### src/rtl/sar_pkg.sv
// Shared types for the successive-approximation search engine.
package sar_pkg;

    localparam int unsigned GENISLIK_VARSAYILAN = 3;

    typedef enum logic [1:0] {
        BOS,
        DENE,
        BITTI
    } durum_e;

endpackage

### src/rtl/sar_arayici.sv
// MSB-first successive-approximation search against an external ">=" comparator.
// Presents a trial value each cycle and reports the recovered value once all bits are decided.
module sar_arayici
    import sar_pkg::*;
#(
    parameter int unsigned GENISLIK = GENISLIK_VARSAYILAN
) (
    input  logic                clk,
    input  logic                rst,
    input  logic                basla,
    input  logic                karsilastirma,
    input  logic                karsilastirma_gecerli,
    output logic [GENISLIK-1:0] deneme,
    output logic [GENISLIK-1:0] sonuc,
    output logic                hazir,
    output logic                mesgul
);

    localparam int unsigned PW = (GENISLIK > 1) ? $clog2(GENISLIK) : 1;
    localparam logic [PW-1:0] PTR_MSB = PW'(GENISLIK - 1);
    localparam logic [GENISLIK-1:0] ILK_DENEME = {1'b1, {(GENISLIK - 1){1'b0}}};

    durum_e              durum_q, durum_d;
    logic [PW-1:0]       ptr_q, ptr_d;
    logic [PW-1:0]       ptr_m1;
    logic [GENISLIK-1:0] deneme_q, deneme_d;
    logic [GENISLIK-1:0] sonuc_q, sonuc_d;
    logic [GENISLIK-1:0] yeni;

    assign ptr_m1 = ptr_q - PW'(1);

    always_comb begin
        durum_d  = durum_q;
        ptr_d    = ptr_q;
        deneme_d = deneme_q;
        sonuc_d  = sonuc_q;
        yeni     = deneme_q;
        unique case (durum_q)
            BOS: begin
                if (basla) begin
                    durum_d  = DENE;
                    deneme_d = ILK_DENEME;
                    ptr_d    = PTR_MSB;
                end else begin
                    deneme_d = '0;
                end
            end
            DENE: begin
                // Without a valid comparator result everything holds, for as long as it takes.
                if (karsilastirma_gecerli) begin
                    yeni[ptr_q] = karsilastirma;
                    if (ptr_q != '0) begin
                        yeni[ptr_m1] = 1'b1;
                        ptr_d        = ptr_m1;
                    end else begin
                        sonuc_d = yeni;
                        durum_d = BITTI;
                    end
                    deneme_d = yeni;
                end
            end
            BITTI: begin
                durum_d  = BOS;
                deneme_d = '0;
            end
            default: begin
                durum_d  = BOS;
                deneme_d = '0;
            end
        endcase
    end

    always_ff @(posedge clk or posedge rst) begin
        if (rst) begin
            durum_q  <= BOS;
            ptr_q    <= PTR_MSB;
            deneme_q <= '0;
            sonuc_q  <= '0;
        end else begin
            durum_q  <= durum_d;
            ptr_q    <= ptr_d;
            deneme_q <= deneme_d;
            sonuc_q  <= sonuc_d;
        end
    end

    assign deneme = deneme_q;
    assign sonuc  = sonuc_q;
    assign hazir  = (durum_q == BITTI);
    assign mesgul = (durum_q == DENE);

endmodule

### config.mk
export PLATFORM = sky130hd
export DESIGN_NAME = sar_arayici
export DESIGN_NICKNAME = d
export VERILOG_FILES = /design/src/rtl/sar_pkg.sv /design/src/rtl/sar_arayici.sv
export SDC_FILE = /design/constraint.sdc
export NUM_CORES = 1
export LEC_CHECK = 0
export CORE_AREA = 10 10 47 49
export DETAILED_ROUTE_END_ITERATION = 8
export DIE_AREA = 0 0 57 59
export DONT_BUFFER_PORTS = 1
export HOLD_SLACK_MARGIN = 0.15
export SYNTH_ARGS = -nofsm -noshare
export SYNTH_HDL_FRONTEND = slang
export SYNTH_SLANG_ARGS = --single-unit
export TNS_END_PERCENT = 50
### constraint.sdc
create_clock -name clk -period 1.65 [get_ports clk]
set_input_delay 0.33 -clock clk [delete_from_list [all_inputs] [get_ports clk]]
set_output_delay 0.33 -clock clk [all_outputs]
set_load 0.005 [all_outputs]
* Word level (Yosys, flattened, before mapping)
Index checks and enable logic that the tools add are counted.
Storage, ports and cells: input port bits 5, output and inout bits 8, word-level logic and storage cells 42, bits in registers 10
Cells by class: bitwise logic cells 2, equal/unequal tests 6, reduce and logical (&&, ||, !) cells 8, order comparisons 4, add/subtract/negate cells 1, mux-type cells 17
Operator list (number):
- two-way mux 2 bit | 6
- two-way mux 3 bit | 3
- one-hot mux 2 bit (2 select lines) | 2
- less-than comparator 2 x 3 -> 1 bit, second input constant | 2
- inequality test 2 bit, second input constant | 3
- one-hot mux 3 bit (2 select lines) | 1
- AND reduction 3 bit | 2
- demux 1 bit (select 2 bit) | 2
- >= comparator 2 x 1 -> 1 bit, second input constant | 2
- AND reduction 4 bit | 1
- nonzero test 2 bit | 2
- bitwise mux 3 bit | 1
- OR 3 bit | 1
- == test 2 x 1 -> 1 bit, second input constant | 1
- == test 2 bit, second input constant | 1
- logical AND 1 bit | 2
- logical NOT 2 bit | 1
- two-way mux 1 bit | 2
- inequality test 2 x 1 -> 1 bit, second input constant | 1
- subtractor 2 x 1 -> 2 bit, second input constant | 1
- inverter 1 bit | 1

* Logic depth before layout (Yosys ltp)
Gate-level depths: netlist of run 1.
depth in word-level cells 9, mapped depth 6, mapped depth without buffers 6

* Least setup slack after synthesis of run 1
No wires, ideal clock.
kind register to register, from reg ptr_q[1], to reg ptr_q[0], buffers on the path 0, period minus slack after synthesis 1600 ps, arrival 1479 ps, setup slack 50 ps, required time 1529 ps, library setup time 121 ps, stages on the path, launching flop included 6, cell sequence dfstp_2 -> inv_1 -> ha_1 -> nor2b_4 -> mux2_4 -> a22o_1
Between the ends: longest elaborated chain between the ends 3
Ends and longest elaborated chain:
- start: declaration | line sar_arayici.sv:24 | logic [PW-1:0] ptr_q, ptr_d;
- start signal: assignment | line sar_arayici.sv:81 | ptr_q <= ptr_d;
- nonzero test 2 bit | line sar_arayici.sv:52 | if (ptr_q != '0) begin
- inequality test 2 x 1 -> 1 bit (no line)
- AND reduction 4 bit (no line)
No other way between the ends. A chain may end at the register's enable or synchronous reset.

* Worst setup path in the final report of run 1
Same ends and word-level chain as after synthesis.

==> PnR_summary.wiki, run 1 <==
{| class="wikitable"
! Metric !! Value
|-
| Starting Density || 41.8%
|-
| Slew @ Worst Pin || 0.391 ns
|-
| CP Launch Type || flop
|-
| Post-synth net total || 62
|-
| First-pass GRT wire length || 2040 µm
|-
| RSZ-0062 raised after global routing || false
|-
| Setup violation total in the final timing report || 0
|-
| Tot GR Track Use || 7.62%
|-
| Row count || 14
|-
| Number of top-level design ports || 13
|-
| Overflow after GRT || 0
|-
| Insertion delay to the later sink of the worst-skew pair || 0.27 ns
|-
| Final worst-path setup slack || 0.0925 ns
|-
| Maximum frequency from static timing analysis || 0.642 GHz
|-
| Synth Warn # || 0
|-
| R2R Setup Slk || 0.09 ns
|-
| Leakage power of the design || 0.324 nW
|-
| Final cycle utilization of the critical path || 94.4%
|-
| Number of global-route vias before repair || 433
|-
| Detail Placement HPWL || 982 µm
|-
| Post-synthesis to final-layout area growth || 13.7%
|-
| Arrival time at the worst endpoint || 1.72 ns
|-
| Peak ir drop on the vdd network || 634 µV
|-
| Status || finished, final reports clean
|-
| Pre-CTS setup slack || 0.0914 ns
|-
| Met3 Use GR || 4.29%
|-
| Critical R2R Launch || ptr_q[1]$_DFFE_PP1P_
|-
| Buffers from clock root to sink, at most || 2
|-
| Total CTS buffers || 3
|-
| Critical register-to-register path endpoint || ptr_q[0]$_DFFE_PP0P_
|-
| Simple-gate share of the synthesized area || 19.7%
|-
| Diodes inserted || 0
|-
| Clock tree skew after final layout || 0.00338 ns
|-
| Die height || 59 µm
|-
| Worst min-delay path class || input port to flop
|-
| Critical Path Sink || ptr_q[0]$_DFFE_PP0P_
|-
| Final standard cell area without fillers || 666 µm²
|-
| Post-synthesis cell type count || 25
|-
| Mean post-synth cell area || 11.0 µm²
|-
| Number of maximum-capacitance violations || 0
|-
| # DRC || 0
|-
| Crit Path Category || flop to flop
|-
| Top fanout value on the critical path || 6
|-
| Layout cells sized above 1 || 21.7%
|-
| Yosys top cell area share || 38.5%
|-
| Maximum number of pins on one net before global-route repair || 11
|-
| Final Routed Wirelength || 1250 µm
|-
| Count of cells along the worst register-to-register path || 5
|-
| Number of antenna violations at the first check in global routing || 0
|-
| 1st-iter DRT viols || 3
|-
| List of cells traversed by the critical path || inv_1 -> ha_1 -> nor2b_4 -> mux2_4 -> a22o_1
|-
| Most frequent standard cell in the layout excluding fill and tap cells || dfrtp_1
|-
| Routed wire length per instance || 16.4 µm
|-
| Nature of the critical path endpoint || flop
|-
| Portion of netlist area occupied by mux cells || 8.55%
|-
| Post-synthesis xor/xnor area fraction || 0%
|-
| Number of port buffers || 0
|-
| Max Transition Viols Final || 0
|-
| Via density per instance || 5.41
|-
| Final core utilization || 47.5%
|-
| Mapped cell area || 586 µm²
|-
| Post-Route Setup TNS || 0 ns
|-
| CTS clock-pin slew for the worst setup and hold paths || 0.08 ns
|-
| Critical Path RT || 1.81 ns
|-
| Global placer's final weighted congestion || 0.859
|-
| Instance count of the mapped netlist || 53
|-
| CTS root buf || clkbuf_4
|-
| Total clock sinks || 10
|-
| Buffers inserted during post-CTS setup optimization || 0
|-
| Critical Path Max Stage Delay || 0.53 ns
|-
| Hold bufs inserted after CTS || 1
|-
| Total number of nets in the final design || 70
|-
| Critical path origin || ptr_q[1]$_DFFE_PP1P_
|-
| Library cell with the largest summed area after synthesis || dfrtp_1
|-
| Commonest cells after routing, fill and taps aside || dfrtp_1 (9), nand2_1 (5), inv_1 (4), ha_1 (4), buf_4 (4)
|-
| CTS tree || yes
|-
| Power per cell area || 1900 mW/mm²
|-
| Final Power || 1.26 mW
|-
| DP Area || 619 µm²
|-
| Global routing usage on met2 || 13.0%
|-
| Minimum period implied by the final worst setup slack || 1.56 ns
|-
| Sequential element share of the synthesized area || 42.9%
|-
| Post-synthesis adder-cell area fraction || 8.55%
|-
| Largest family of logic cells by synthesized area || simple AND/OR/NAND/NOR gates
|-
| Count of final hold-check violations || 0
|-
| Number of detailed-routing iterations run before antenna repair || 2
|-
| Clock H-tree levels || 1
|-
| ANT nets after route || 0
|-
| Layer with the highest usage after global routing || met2
|-
| Largest cells by area after synthesis || dfrtp_1 (38%), ha_1 (8.5%), mux2_4 (5.1%)
|-
| Flip-flop and latch count after synthesis || 10
|-
| Fraction of the mapped netlist area in compound gates || 15.0%
|-
| Max-slew headroom || 73.9%
|-
| Post-CTS resize count || 0
|-
| Die Outline Area || 0.00336 mm²
|-
| Count of fill cells added during filler insertion || 140
|-
| Highest-delay cell along the critical path || dfstp_2
|-
| CORE AREA || 0.00140 mm²
|-
| Met1 Usage GRT || 7.52%
|-
| Overall die width || 57 µm
|-
| Via count || 411
|}
==> sequential cells by signal (all words and copies together) (netlist names) <==
| signal | cells |
|---|---|
| deneme | 3 |
| sonuc | 3 |
| durum_q | 2 |
| ptr_q | 2 |
==> worst max-delay path, delay by kind of cell (launching register included) <==
kind	cells	cell delay (ns)
AO/OA/AOI/OAI	1	0.17
adder cells (fa/ha/maj)	1	0.25
buffers and inverters	1	0.05
flip-flops	1	0.53
AND/OR/NAND/NOR	1	0.15
multiplexers	1	0.30
==> layout make-up <==
type	instances	area (µm²)	share of cell area (%)
inverter	4	15.0	2.26
timing repair buffer	5	40.0	6.02
clock buffer	4	36.3	5.45
tap	16	20.0	3.01
sequential	10	251	37.8
multi-input combinational	37	303	45.5
==> per-stage QoR <==
| stage | hold WS [ns] | std cells |
|---|---|---|
| global route | 0.165 | 76 |
| floorplan | 0.169 | 53 |
| global placement | 0.225 | 71 |
| CTS | 0.163 | 76 |
| finish | 0.167 | 76 |
| detailed placement | 0.235 | 71 |
==> synthesized netlist by cell type (all sizes together) <==
cell type,instances
dfrtp,9
nand2,5
nor2b,5
ha,4
inv,4
o21ai,3
a22o,2
buf,2
mux2,2
mux2i,2
nand4b,2
nor2,2
a211oi,1
a22oi,1
a31oi,1
dfstp,1
nand2b,1
nand4bb,1
nor3b,1
o211a,1
o21bai,1
o221ai,1
o31ai,1
==> power breakdown <==
group	internal, mW	leakage, nW	switching (mW)	total [mW]
clock network	0.134	0.0210	0.0946	0.229
registers	0.366	0.122	0.116	0.482
logic	0.291	0.181	0.263	0.554
total	0.791	0.324	0.474	1.26
==> metal layers <==
layer | part of all wire, % | wire length, µm
met1 | 44 | 544
met2 | 47 | 592
met3 | 8.8 | 110
met4 | 0 | 0
met5 | 0 | 0
==> worst min path at each step <==
stage | start | endpoint | cells after the start
floorplan | rst | deneme[0]$_DFFE_PP0P_ | 1
global placement | rst | sonuc[2]$_DFFE_PP0P_ | 1
detailed placement | rst | sonuc[2]$_DFFE_PP0P_ | 1
CTS | karsilastirma | sonuc[0]$_DFFE_PP0P_ | 2
global route | karsilastirma_gecerli | durum_q[0]$_DFFE_PP0P_ | 1
finish | karsilastirma | sonuc[0]$_DFFE_PP0P_ | 2
==> cells by family after synthesis <==
logic type               count (synthesis)
AO/OA/AOI/OAI                           12
adder cells (fa/ha/maj)                  4
buffers and inverters                    6
flip-flops                              10
multiplexers                             4
AND/OR/NAND/NOR                         17
(Power assumes the default switching activity.)
==> run 2: changes to the inputs <==
Settings changed: ABC_AREA set to 1.
==> PnR_summary.wiki, run 2 <==
{| class="wikitable"
! Metric !! Value
|-
| Status || finished, final reports clean
|-
| Post-layout instance count excluding filler cells || 99
|-
| Post-synth top flop || dfrtp_1
|-
| Via density per instance || 4.75
|-
| Max Transition Viols Final || 0
|-
| Maximum number of pins on one net before global-route repair || 11
|-
| Clock tree skew after final layout || 0.00808 ns
|-
| Nature of the critical path endpoint || flop
|-
| Critical Path Max Stage Delay || 0.57 ns
|-
| Cell repeated most along the worst path || nand2_1
|-
| CTS tree || yes
|-
| Max-slew headroom || 73.2%
|-
| Final cycle utilization of the critical path || 88.5%
|-
| CORE AREA || 0.00140 mm²
|-
| Number of maximum-capacitance violations || 0
|-
| Peak ir drop on the vdd network || 848 µV
|-
| Post-synthesis to final-layout area growth || 9.07%
|-
| Crit Path Category || flop to flop
|-
| Yosys top cell area share || 37.1%
|-
| Diodes inserted || 0
|-
| Detail Placement HPWL || 964 µm
|-
| Synth cell count leaders || nand2_1 (31), inv_1 (10), dfrtp_1 (9)
|-
| Highest routed metal layer || met3
|-
| Hold Crit Start || karsilastirma
|-
| Total clock sinks || 10
|-
| Critical path origin || ptr_q[1]$_DFFE_PP1P_
|-
| Flip-flop and latch count after synthesis || 10
|-
| Largest cells by area after synthesis || dfrtp_1 (37%), nand2_1 (19%), ha_1 (8.2%)
|-
| Overall die width || 57 µm
|-
| Number of top-level design ports || 13
|-
| Maximum frequency from static timing analysis || 0.685 GHz
|-
| Die Outline Area || 0.00336 mm²
|-
| Synth Warn # || 0
|-
| Count of final hold-check violations || 0
|-
| 1st-iter DRT viols || 14
|-
| First-pass GRT wire length || 1970 µm
|-
| CTS root buf || clkbuf_4
|-
| Area of the multi-input gates || 295 µm²
|-
| Worst min-delay path class || input port to flop
|-
| Buffers inserted during post-CTS setup optimization || 0
|-
| Mapped cell area || 607 µm²
|-
| Most frequent standard cell in the layout excluding fill and tap cells || nand2_1
|-
| Insertion delay to the later sink of the worst-skew pair || 0.27 ns
|-
| Met3 layer wire length in the routed design || 108 µm
|-
| Post-route met1 wirelength || 521 µm
|-
| Slew @ Worst Pin || 0.401 ns
|-
| Instance count of the mapped netlist || 79
|-
| Setup violation total in the final timing report || 0
|-
| Clock H-tree levels || 1
|-
| Overflow after GRT || 0
|-
| Critical R2R Launch || ptr_q[1]$_DFFE_PP1P_
|-
| Post-synthesis cell type count || 18
|-
| Die height || 59 µm
|-
| Leakage power of the design || 0.373 nW
|-
| Buffers from clock root to sink, at most || 2
|-
| Register cell area after layout || 251 µm²
|-
| Asr flop ratio synth || 100%
|-
| EDFF count, synth || 0
|-
| Highest-delay cell along the critical path || dfstp_2
|-
| List of cells traversed by the critical path || inv_1 -> ha_1 -> a21oi_1 -> nand3_2 -> nand2_1 -> nand2_1
|-
| RSZ-0062 raised after global routing || false
|-
| Layout cells sized above 1 || 15.7%
|-
| Routed wire length per instance || 12.3 µm
|-
| Library cell with the highest instance count after synthesis || nand2_1
|-
| Power per cell area || 1900 mW/mm²
|-
| # DRC || 0
|-
| Post-synth net total || 88
|-
| Starting Density || 43.3%
|-
| Delay-heaviest family, CP || flip-flops
|-
| Mean post-synth cell area || 7.68 µm²
|-
| Minimum period implied by the final worst setup slack || 1.46 ns
|-
| Sequential element share of the synthesized area || 41.4%
|-
| Total number of nets in the final design || 93
|-
| Number of port buffers || 0
|-
| R2R Setup Slk || 0.19 ns
|-
| Via count || 470
|-
| Hold bufs inserted after CTS || 1
|-
| Final worst-path setup slack || 0.190 ns
|-
| Sum of buffers and inverters on the critical path || 1
|-
| Number of global-route vias before repair || 428
|-
| Post-Route Setup TNS || 0 ns
|-
| CTS clock-pin slew for the worst setup and hold paths || 0.07 ns
|-
| Number of detailed-routing iterations run before antenna repair || 4
|-
| Global placer's final weighted congestion || 0.860
|-
| Library cell with the largest summed area after synthesis || dfrtp_1
|-
| Critical Path RT || 1.81 ns
|-
| Total placed cells including tap cells || 94
|-
| CP Launch Type || flop
|-
| Final Routed Wirelength || 1210 µm
|-
| Post-CTS resize count || 0
|-
| Total CTS buffers || 3
|-
| Top fanout value on the critical path || 6
|-
| ANT nets after route || 0
|-
| Commonest cells after routing, fill and taps aside || nand2_1 (31), inv_1 (10), dfrtp_1 (9)
|-
| Met2 layer wire length in the routed design || 584 µm
|-
| Arrival time at the worst endpoint || 1.62 ns
|-
| Number of antenna violations at the first check in global routing || 0
|-
| Row count || 14
|-
| Count of fill cells added during filler insertion || 143
|-
| Pre-CTS setup slack || 0.198 ns
|-
| Tot GR Track Use || 7.34%
|}
-- run 2: cell types whose count changed in the layout (fill, tap and decap cells not counted), moves of 3 or more --
| cell | before | now |
|---|---|---|
| nand2_1 | 5 | 31 |
| inv_2 | 0 | 3 |
| nor2_1 | 2 | 5 |
| buf_4 | 4 | 0 |
| inv_1 | 4 | 10 |
| nor2b_1 | 3 | 0 |
| nand3_1 | 0 | 4 |
-- run 2: final cells by class --
| class | instances | share of cell area (%) |
|---|---|---|
| tap | 16 | 3.02 |
| clock buffer | 4 | 5.48 |
| inverter | 13 | 7.37 |
| multi-input combinational | 55 | 44.6 |
| sequential | 10 | 38.0 |
| timing repair buffer | 1 | 1.51 |
-- run 2: metal layers --
layer,vias up,GRT usage (%)
li1,254,-
met1,206,8.08
met2,10,11.3
met3,0,5.58
met4,0,1.01
met5,-,0
-- run 2: report_power, final --
group | switching (mW) | internal [mW]
Combinational | 0.346 | 0.196
Clock | 0.0901 | 0.134
Sequential | 0.125 | 0.366
Total | 0.562 | 0.697
-- run 2: worst paths after layout --
| check | to | cells after the start |
|---|---|---|
| min in group asynchronous | sonuc[0]$_DFFE_PP0P_ | 2 |
| max in group asynchronous | ptr_q[1]$_DFFE_PP1P_ | 2 |
| min | sonuc[0]$_DFFE_PP0P_ | 2 |
| min reg2reg | ptr_q[1]$_DFFE_PP1P_ | 2 |
| max | ptr_q[0]$_DFFE_PP0P_ | 6 |
| max reg2reg | ptr_q[0]$_DFFE_PP0P_ | 6 |
-- run 2: cell families after synthesis --
group	synth area share (%)
buffers and inverters	9.90
flip-flops	41.4
AO/OA/AOI/OAI	3.71
adder cells (fa/ha/maj)	8.25
AND/OR/NAND/NOR	36.7
-- run 2: per-stage QoR --
stage          power, mW  util, %  hold slack (ns)  instance area [µm²]
6_report            1.26     47.2            0.209                  662
5_1_grt             1.40     47.2            0.202                  662
4_1_cts             1.28     47.2            0.201                  662
3_5_place_dp        1.04     43.9            0.222                  616
3_3_place_gp        1.04     43.9            0.217                  616
2_1_floorplan      0.953        -            0.169                  607
==> run 3: changes to the inputs <==
Clock period 1.65 ns to 1.2 ns, I/O delays scaled along.
==> PnR_summary.wiki, run 3 (synthesis gave the netlist of run 2 again) <==
{| class="wikitable"
! Metric !! Value
|-
| Status || complete, but fails checks
|-
| Failing checks || negative setup slack
|-
| # DRC || 0
|-
| Share of power burned in registers || 31.5%
|-
| Overflow after GRT || 0
|-
| Commonest cells after routing, fill and taps aside || nand2_1 (29), buf_4 (11), dfrtp_1 (8)
|-
| Insertion delay to the later sink of the worst-skew pair || 0.27 ns
|-
| Slew @ Worst Pin || 0.376 ns
|-
| Register cell area after layout || 253 µm²
|-
| Switching portion of total power || 44.1%
|-
| Post-synthesis to final-layout area growth || 32.8%
|-
| List of cells traversed by the critical path || inv_2 -> ha_4 -> a21oi_4 -> nand3_2 -> nand2_1 -> nand2_1
|-
| Layout cells sized above 1 || 34.4%
|-
| Crit Path Category || flop to flop
|-
| DP Area || 662 µm²
|-
| Number of global-route vias before repair || 503
|-
| Count of cells along the worst register-to-register path || 6
|-
| Final Routed Wirelength || 1400 µm
|-
| Final standard cell area without fillers || 806 µm²
|-
| RSZ-0062 raised after global routing || true
|-
| Buffers from clock root to sink, at most || 2
|-
| Critical Path Max Stage Delay || 0.55 ns
|-
| Number of antenna violations at the first check in global routing || 0
|-
| Number of top-level design ports || 13
|-
| Most frequent standard cell in the layout excluding fill and tap cells || nand2_1
|-
| Row count || 14
|-
| Maximum frequency from static timing analysis || 0.788 GHz
|-
| Top fanout value on the critical path || 4
|-
| Delay-heaviest family, CP || flip-flops
|-
| Total CTS buffers || 3
|-
| Overall die width || 57 µm
|-
| Critical path depth in cells || 6
|-
| Arrival time at the worst endpoint || 1.42 ns
|-
| Area of the multi-input gates || 342 µm²
|-
| CTS tree || yes
|-
| Setup violation total in the final timing report || 4
|-
| Critical path origin || ptr_q[1]$_DFFE_PP1P_
|-
| Internal power consumption || 1.19 mW
|-
| Total clock sinks || 10
|-
| Nature of the critical path endpoint || flop
|-
| Combinational group share of total power || 56.9%
|-
| Via density per instance || 4.78
|-
| Total number of nets in the final design || 106
|-
| Critical register-to-register path endpoint || ptr_q[0]$_DFFE_PP0P_
|-
| Tot GR Track Use || 8.47%
|-
| CORE AREA || 0.00140 mm²
|-
| Worst min-delay path class || input port to flop
|-
| Sum of buffers and inverters on the critical path || 1
|-
| CTS clock-pin slew for the worst setup and hold paths || 0.07 ns
|-
| Clock H-tree levels || 1
|-
| Via count || 535
|-
| Hold bufs inserted after CTS || 2
|-
| Routed wire length per instance || 12.5 µm
|-
| ANT nets after route || 0
|-
| Number of maximum-capacitance violations || 0
|-
| Peak ir drop on the vdd network || 1300 µV
|-
| Die height || 59 µm
|-
| Post-layout instance count excluding filler cells || 112
|-
| Global placer's final weighted congestion || 0.826
|-
| Critical R2R Launch || ptr_q[1]$_DFFE_PP1P_
|-
| Diodes inserted || 0
|-
| CP Launch Type || flop
|-
| Max-slew headroom || 74.9%
|-
| Final worst-path setup slack || -0.0692 ns
|-
| Number of port buffers || 0
|-
| Critical Path Sink || ptr_q[0]$_DFFE_PP0P_
|-
| Max Transition Viols Final || 0
|-
| Detail Placement HPWL || 1050 µm
|-
| Critical Path RT || 1.35 ns
|-
| R2R Setup Slk || -0.07 ns
|-
| Highest-delay cell along the critical path || dfstp_2
|-
| Count of fill cells added during filler insertion || 132
|-
| Leakage power of the design || 0.438 nW
|-
| Total placed cells including tap cells || 98
|-
| Count of final hold-check violations || 0
|-
| Number of detailed-routing iterations run before antenna repair || 4
|-
| Cell repeated most along the worst path || nand2_1
|-
| Final cycle utilization of the critical path || 106%
|-
| CTS root buf || clkbuf_4
|-
| Minimum period implied by the final worst setup slack || 1.27 ns
|-
| Starting Density || 43.3%
|-
| First-pass GRT wire length || 2270 µm
|-
| Net switching power of the design || 0.935 mW
|-
| Maximum number of pins on one net before global-route repair || 11
|-
| Share of total power in the clock network || 11.6%
|-
| Power per cell area || 2630 mW/mm²
|-
| Die Outline Area || 0.00336 mm²
|-
| Clock tree skew after final layout || 0.00753 ns
|-
| 1st-iter DRT viols || 10
|}
-- run 3: cell count changes in the layout (fill, tap and decap cells not counted), sizes merged --
cell / delta
buf: +12
dlygate4sd3: +1
-- run 3: how the worst min path moves through the flow --
stage	startpoint	to	slack [ns]	cells past startpoint
floorplan	rst	deneme[0]$_DFFE_PP0P_	0.08	1
global placement	rst	sonuc[1]$_DFFE_PP0P_	0.13	1
detailed placement	rst	sonuc[0]$_DFFE_PP0P_	0.13	1
CTS	karsilastirma_gecerli	durum_q[1]$_DFFE_PP0P_	0.13	2
global route	karsilastirma_gecerli	durum_q[1]$_DFFE_PP0P_	0.14	2
finish	karsilastirma_gecerli	durum_q[1]$_DFFE_PP0P_	0.14	2
-- run 3: cell type report --
cell class | instances | area share, %
Clock buffer | 4 | 3.26
Inverter | 13 | 6.37
Multi-Input combinational cell | 55 | 42.4
Sequential cell | 10 | 31.4
Tap cell | 16 | 2.48
Timing Repair Buffer | 14 | 14.1
-- run 3: per-stage QoR --
step	utilization, %	setup TNS, ns	power [mW]	hold slack [ns]	setup WS [ns]
after floorplan	-	-0.0228	1.37	0.0795	-0.0201
after global placement	47.2	-0.0849	1.59	0.127	-0.0500
after detailed placement	47.2	-0.150	1.61	0.128	-0.0652
after CTS	51.7	-0.159	1.92	0.129	-0.0446
after global routing	57.5	-0.609	2.34	0.141	-0.135
final	57.5	-0.159	2.12	0.142	-0.0692
-- run 3: what timing repair did --
action	CTS	global route
gates resized for setup	4	9
endpoints found under the hold margin	13	2
endpoints found under the setup margin	7	11
buffers inserted	1	7
pin swaps	0	2
-- run 3: metal layers --
metal | vias to the layer above | share of wire [%] | global-route usage [%]
li1 | 278 | - | -
met1 | 243 | 42 | 8.67
met2 | 12 | 51 | 14.0
met3 | 2 | 6.0 | 5.15
met4 | 0 | 1.2 | 3.02
met5 | - | 0 | 0
-- run 3: power groups by stage --
stage	logic (mW)	clock network (mW)	registers, mW
2_1_floorplan	0.751	0	0.619
3_3_place_gp	0.913	0	0.679
3_5_place_dp	0.926	0	0.682
4_1_cts	0.983	0.258	0.683
5_1_grt	1.37	0.274	0.699
6_report	1.21	0.246	0.669
